**src/rtl/csr_rmw_sequencer.sv**
```systemverilog
// ============================================================================
// Module   : csr_rmw_sequencer
// Purpose  : Sequences Zicsr read-modify-write instructions against a CSR file.
// Revision : 1.0
// ============================================================================
`default_nettype none

module csr_rmw_sequencer #(
    parameter int XLEN = 32
) (
    input  logic            clock,
    input  logic            reset,
    input  logic            req_valid,
    output logic            req_ready,
    input  logic [2:0]      req_funct3,
    input  logic [11:0]     req_addr,
    input  logic [4:0]      req_rs1,
    input  logic [XLEN-1:0] req_rs1_rdata,
    input  logic [4:0]      req_rd,
    input  logic [1:0]      req_mode,
    input  logic            req_unimpl,
    output logic            csr_ren,
    output logic [11:0]     csr_raddr,
    input  logic            csr_rvalid,
    input  logic [XLEN-1:0] csr_rdata,
    output logic            csr_wen,
    output logic [11:0]     csr_waddr,
    output logic [XLEN-1:0] csr_wdata,
    output logic            rsp_valid,
    input  logic            rsp_ready,
    output logic            rsp_trap,
    output logic [4:0]      rsp_rd,
    output logic [XLEN-1:0] rsp_rd_wdata
);

    typedef enum logic [2:0] {
        IDLE  = 3'd0,
        READ  = 3'd1,
        WAIT  = 3'd2,
        WRITE = 3'd3,
        RESP  = 3'd4
    } state_t;

    state_t          r_state;
    state_t          w_next;

    logic [1:0]      r_op;
    logic [11:0]     r_addr;
    logic [XLEN-1:0] r_arg;
    logic [4:0]      r_rd;
    logic            r_wr;
    logic            r_trap;
    logic [XLEN-1:0] r_old;

    logic            w_accept;
    logic [XLEN-1:0] w_arg;
    logic            w_wr;
    logic            w_illegal;
    logic            w_skip_read;
    logic [XLEN-1:0] w_new;

    assign w_accept    = req_valid && (r_state == IDLE);
    assign w_arg       = req_funct3[2] ? {{(XLEN-5){1'b0}}, req_rs1} : req_rs1_rdata;
    assign w_wr        = !req_funct3[1] || (req_rs1 != 5'd0);
    // Privilege field addr[9:8] must not exceed the current mode; 2 is reserved.
    assign w_illegal   = (req_funct3[1:0] == 2'b00) || req_unimpl
                      || (req_addr[9:8] > req_mode) || (req_addr[9:8] == 2'b10)
                      || ((req_addr[11:10] == 2'b11) && w_wr);
    assign w_skip_read = (req_funct3[1:0] == 2'b01) && (req_rd == 5'd0);

    always_ff @(posedge clock) begin
        if (!reset) begin
            r_state <= IDLE;
            r_op    <= 2'b00;
            r_addr  <= 12'd0;
            r_arg   <= '0;
            r_rd    <= 5'd0;
            r_wr    <= 1'b0;
            r_trap  <= 1'b0;
            r_old   <= '0;
        end else begin
            r_state <= w_next;
            if (w_accept) begin
                r_op   <= req_funct3[1:0];
                r_addr <= req_addr;
                r_arg  <= w_arg;
                r_rd   <= req_rd;
                r_wr   <= w_wr;
                r_trap <= w_illegal;
                r_old  <= '0;
            end
            if ((r_state == WAIT) && csr_rvalid) begin
                r_old <= csr_rdata;
            end
        end
    end

    always_comb begin
        w_new = r_arg;
        case (r_op)
            2'b10:   w_new = r_old | r_arg;
            2'b11:   w_new = r_old & ~r_arg;
            default: w_new = r_arg;
        endcase
    end

    always_comb begin
        w_next       = r_state;
        req_ready    = 1'b0;
        csr_ren      = 1'b0;
        csr_raddr    = 12'd0;
        csr_wen      = 1'b0;
        csr_waddr    = 12'd0;
        csr_wdata    = '0;
        rsp_valid    = 1'b0;
        rsp_trap     = 1'b0;
        rsp_rd       = 5'd0;
        rsp_rd_wdata = '0;
        case (r_state)
            IDLE: begin
                req_ready = 1'b1;
                if (req_valid) begin
                    if (w_illegal)        w_next = RESP;
                    else if (w_skip_read) w_next = WRITE;
                    else                  w_next = READ;
                end
            end
            READ: begin
                csr_ren   = 1'b1;
                csr_raddr = r_addr;
                w_next    = WAIT;
            end
            WAIT: begin
                if (csr_rvalid) w_next = r_wr ? WRITE : RESP;
            end
            WRITE: begin
                csr_wen   = 1'b1;
                csr_waddr = r_addr;
                csr_wdata = w_new;
                w_next    = RESP;
            end
            RESP: begin
                rsp_valid    = 1'b1;
                rsp_trap     = r_trap;
                rsp_rd       = r_trap ? 5'd0 : r_rd;
                rsp_rd_wdata = (!r_trap && (r_rd != 5'd0)) ? r_old : '0;
                if (rsp_ready) w_next = IDLE;
            end
            default: w_next = IDLE;
        endcase
    end

endmodule

`default_nettype wire
```
**config.mk**
```make
export PLATFORM = sky130hd
export DESIGN_NAME = csr_rmw_sequencer
export DESIGN_NICKNAME = d
export VERILOG_FILES = /design/src/rtl/csr_rmw_sequencer.sv
export SDC_FILE = /design/constraint.sdc
export NUM_CORES = 1
export LEC_CHECK = 0
export ABC_CLOCK_PERIOD_IN_PS = 1970
export CAP_MARGIN = 15
export CORE_MARGIN = 2
export CORE_UTILIZATION = 44
export CTS_BUF_LIST = sky130_fd_sc_hd__clkbuf_2
export CTS_CLUSTER_DIAMETER = 80
export CTS_CLUSTER_SIZE = 14
export DETAILED_ROUTE_END_ITERATION = 10
export PLACE_DENSITY = 0.87
export SLEW_MARGIN = 20
export SYNTH_ARGS = -nofsm -noshare
export SYNTH_HDL_FRONTEND = slang
export SYNTH_SLANG_ARGS = --single-unit
```
**constraint.sdc**
```tcl
create_clock -name clock -period 1.97 [get_ports clock]
set_input_delay 0.394 -clock clock [delete_from_list [all_inputs] [get_ports clock]]
set_output_delay 0.394 -clock clock [all_outputs]
set_load 0.02 [all_outputs]
```
### Word level (Yosys, flattened, before mapping)

Index checks and enable logic that the tools add are counted.

* register bits after elaboration: 88
* input bits: 97
* output and inout port bits: 98

* magnitude comparators: 1
* equal/unequal tests: 12
* mux-type cells: 23
* bitwise logic cells: 3
* reductions and logical operators: 19

Operators with widths (count)
* $mux 32: 6
* $pmux 32 s2: 1
* $and 32x32->32: 1
* $not 32->32: 1
* $or 32x32->32: 1
* $mux 12: 2
* $mux 3: 5
* $pmux 3 s5: 1
* $mux 5: 2
* $reduce_bool 5->1: 2
* $eq 2x2->1 const B: 4
* $eq 3x2->1 const B: 2
* $ne 2x2->1 const B: 3
* $logic_and 1x1->1: 5
* $logic_not 5->1: 1
* $logic_or 1x1->1: 5
* $mux 1: 5
* $eq 3x1->1 const B: 1
* $eq 3x3->1 const B: 1
* $logic_not 3->1: 1
* $reduce_and 3->1: 1
* $eq 2x1->1 const B: 1
* $gt 2x2->1: 1
* $logic_not 1->1: 2
* 3 further kinds: 3

### Logic depth before layout (Yosys ltp)

Gate-level depths: netlist (run 1).

* depth after elaboration: 8
* gate-level depth with buffers: 6

### Worst setup path before layout (run 1)

No wires, ideal clock.

* kind: register to register
* start point: reg r_state[0]
* end point: reg r_arg[12]
* arrival time: 1773 ps
* slack: 65 ps
* stages on the path, launching flop included: 7
* path buffers: 2
* path through: dfxtp_1 buf_4 nor3_1 nand2_2 buf_4 nand2_1 a21oi_1

* word-level cells in the longest chain between the ends: 2

Ends and longest elaborated chain
* from (decl): RTL line 44 `state_t r_state;`
* from (signal assigned): RTL line 82 `r_state <= w_next;`
* $logic_not 3->1: RTL line 62 `assign w_accept = req_valid && (r_state == IDLE);`
* $logic_and 1x1->1: RTL line 62
* to (signal assigned): RTL line 86 `r_arg <= w_arg;`
* to (decl): RTL line 49 `logic [XLEN-1:0] r_arg;`

Every way passes these cells.
A chain may end at the register's enable or synchronous reset.

### Final worst setup path (run 1)

* start point: reg r_rd[4]
* end point: out rsp_rd_wdata[3]

* word-level cells in the longest chain between the ends: 4

Ends and longest elaborated chain
* from (decl): RTL line 50 `logic [4:0] r_rd;`
* from (signal assigned): RTL line 87 `r_rd <= req_rd;`
* $reduce_bool 5->1: RTL line 146 `rsp_rd_wdata = (!r_trap && (r_rd != 5'd0)) ? r_old : '0;`
* $logic_and 1x1->1: RTL line 146
* $mux 32: RTL line 146
* $mux 32: RTL line 119 `case (r_state)`
* to (decl): RTL line 33 `output logic [XLEN-1:0] rsp_rd_wdata`

Every way passes these cells.

==> flow_summary_export.csv, run 1 <==
group,metric,value,unit
yosys,syn_nets,697,
global_route,antenna_found_initial,0,
sta,setup_violations,99,
power_and_ir_drop,combPwrFrac,0.242,
yosys,synth-xor-area-share,0,
floorplanning,core_area,9770,sq um
floorplanning,io_pins,195,
min_path,min_from,"req_addr[4]",
drt,drtIter0Drc,446,
sta,timing.final.hold_violations,0,
run_status,outcome,"complete, but fails checks",
yosys,yosysUniqueCellTypes,37,
sta,fin_crit,2.64,ns
placed_design,place_hpwl,11.0,mm
critical_path,reg2reg_setup_slack,-0.04,ns
global_route,grt_util_all_layers,0.313,
critical_path,cp.buffers_inverters,2,
critical_path,worstSetupEndpointType,"output pin",
floorplanning,die_w,104,um
clocking,cts.path.max_buffers,2,
power_and_ir_drop,p_int,2.47,mW
layout,fin_util,0.831,
critical_path,crit_chain,"or4_4, o21a_4, clkbuf_16, and2_4, buf_6",
critical_path,r2r-end,"r_addr[2]",
drt,detail_route.wirelength,21.0,mm
run,drv_cap,0,
yosys,yosysSeqAreaShare,0.398,
floorplanning,start_util,0.453,
critical_path,critPathSlowestCell,"or4_4",
sta,fin_crit_sh,1.34,
yosys,synth-compound-area-share,0.178,
min_path,holdPathStages,3,
power_and_ir_drop,p_sw_frac,0.331,
sta,worst-slew-pin-transition,0.425,ns
layout,final_net_count,945,
clocking,tritoncts,"done",
min_path,hp-class,"in -> reg",
clocking,numCtsBuffers,9,
sta,worst_slack,-0.666,ns
critical_path,timing.critical_path.from_type,"flip-flop",
yosys,ys.flop_type,"dfxtp_1",
drt,wl_met2,10.1,mm
drt,ant_nets,0,
layout,num-fill-cells,521,
yosys,synth_enable_flop_cells,0,
yosys,synth_adder_area_share,0.00565,
floorplanning,fp.dieH,104,um
yosys,muxShareOfSynthArea,0.0113,
yosys,synth_top_area_frac,0.398,
sta,slew_headroom,0.716,
yosys,synth_area,4430,sq um
clocking,cts_hold_buf,0,
drt,via_per_inst,5.91,
drt,firstDrtPassIters,8,
drt,routedWlPerCell,21.3,um
power_and_ir_drop,cellPowerDensity,454,nW/um^2
critical_path,reg2reg_depth,7,
layout,drive_gt1_frac,0.392,
power_and_ir_drop,ir_drop,0.000306,V
clocking,insertion_delay,0.59,ns
critical_path,cp.depth,5,
drt,wl_met1,7.48,mm
run_status,failed_checks,"setup timing",
clocking,htreeDepth,3,
global_route,grt_pass1_wl,27.7,mm
sta,skew,0.0321,ns
layout,multiInputGateArea,2980,sq um
yosys,synth.area.top_cells,"dfxtp_1 (40%), a21oi_1 (9.3%), nor2_1 (9.2%)",
power_and_ir_drop,p_leak,3.24,nW
critical_path,max_stage_delay,0.53,ns
yosys,synthArstFlopShare,0,
power_and_ir_drop,seqPwrFrac,0.525,
sta,maxSlewViolCount,0,
sta,max_freq,379,MHz
critical_path,required,1.58,ns
drt,num_vias,5817,
yosys,synthTopCellsByCount,"nor2_1 (109), nand2_1 (101), dfxtp_1 (88)",
global_route,grt_overflow,0,
yosys,ys_ff_latch,88,
placed_design,dp.cells,921,
global_route,grt_max_degree,44,
power_and_ir_drop,clkPwrFrac,0.233,
critical_path,cp.arrival,2.24,ns
global_route,grt_pass1_vias,5542,
drt,topRoutingLayerUsed,"met4",
layout,area_growth,83.2,%
yosys,synth-simple-area-share,0.354,
drt,drc,0,
critical_path,cp_max_fo,8,
yosys,avgSynthCellArea,7.41,sq um
layout,regArea,1780,sq um
yosys,yosys.area.top_type,"dfxtp_1",
floorplanning,die-area,10900,sq um
drt,met3_length,2.09,mm
sta,rsz0062_at_grt,"true",
placed_design,portBuffers,194,
floorplanning,num_rows,36,
layout,finalNonFillerCells,985,
clocking,cts_root_buf,"clkbuf_2",
power_and_ir_drop,p_switching,1.22,mW
yosys,synth_cells,598,
sta,timing.hold.ws,0.305,ns
critical_path,path_class,"reg -> out",
critical_path,r2r-start,"r_state[2]",
yosys,synth_most_common_cell,"nor2_1",
yosys,synth_top_family_by_area,"simple AND/OR/NAND/NOR gates",
clocking,clk_pin_slew,0.30,ns
placed_design,place.gp.congestion,0.883,
critical_path,cp_top_family,"simple AND/OR/NAND/NOR gates",
yosys,synth-warning-count,0,
min_path,holdPathEnd,"r_addr[4]",
clocking,clock_sinks,88,
through the flow:
stage                     total power, mW  area, sq um  setup WS, ns  TNS (ns)
after floorplan                      2.27         4430        0.0649         0
after global placement               2.65         6740        -0.350    -17.48
after detailed placement             2.67         6740        -0.405    -20.45
after CTS                            3.55         7660        -0.637    -41.14
after global routing                 3.80         8120        -0.688    -49.45
final                                3.68         8120        -0.666    -44.28
tightest hold or removal path, cell delays in order:
cell	delay (ns)
clkdlybuf4s50_1	0.39
nand2_1	0.06
a21oi_1	0.05
layout by cell type (no fill, tap or decap), drive strengths merged, types with 2 or more instances in the layout:
master and n:
nand2 102, nor4b 4, a21oi 82, buf 187
clkinv 3, clkdlybuf4s50 96, nor3 3, mux2i 5
o21ai 2, nand3b 27, inv 4, a22oi 32
clkbuf 11, a211oi 8, nor2 109, nand2b 2
nor2b 4, and3 14, ha 2, clkinvlp 4
and2 50, dfxtp 88
worst max-delay path by stage:
stage	start	to	slack (ns)
3_3_place_gp	r_rd[1]	rsp_rd_wdata[19]	-0.35
4_1_cts	r_rd[1]	rsp_rd_wdata[8]	-0.64
6_report	r_rd[4]	rsp_rd_wdata[3]	-0.67
2_1_floorplan	r_state[0]	r_arg[12]	0.06
3_5_place_dp	r_rd[1]	rsp_rd_wdata[23]	-0.40
5_1_grt	r_rd[4]	rsp_rd_wdata[3]	-0.69
what timing repair did:
action / 4_1_cts / 5_1_grt
setup buffers: 33 / 18
gates cloned: 3 / 2
setup endpoints to repair: 98 / 104
pin swaps: 23 / 35
resized for setup: 695 / 120
power by group through the flow:
stage               clock [mW]  combinational (mW)  sequential (mW)
finish                   0.858               0.891             1.94
floorplan                    0               0.340             1.93
global placement             0               0.705             1.94
global route             0.930               0.930             1.94
detailed placement           0               0.725             1.95
CTS                      0.826               0.806             1.92
flip-flops by register name, indices dropped and copies added (netlist names):
name     cells
r_addr      12
r_arg       32
r_old       32
r_op         2
r_rd         5
r_state      3
r_trap       1
r_wr         1
cells by family (layout without fill, tap and decap cells):
| kind of cell | after synthesis | in the layout |
|---|---|---|
| AOI/OAI and AO/OA | 131 | 131 |
| adders and majority gates | 2 | 2 |
| buffers and inverters | 52 | 305 |
| DFF | 88 | 88 |
| muxes | 5 | 5 |
| other | 0 | 1 |
| and+or+nand+nor | 320 | 320 |
per-layer routing:
layer | vias to the layer above | track usage
met5 | - | 0
met4 | 0 | 0.131
met3 | 126 | 0.0677
met2 | 475 | 0.558
met1 | 2704 | 0.360
li1 | 2512 | -
final cells by class:
type,count,share of cell area
timing repair buffer,285,0.380
multi-input combinational,458,0.367
sequential,88,0.219
tap,133,0.0205
clock inverter,7,0.00586
clock buffer,9,0.00555
inverter,4,0.00247
antenna,1,0.000308
(Power assumes the default switching activity.)
==> run 2, diff against run 1 <==
CAP_MARGIN = 10   (was 15)
==> results of run 2 <==
Same layout as run 1: the final DEF is identical, and so are final timing and power.
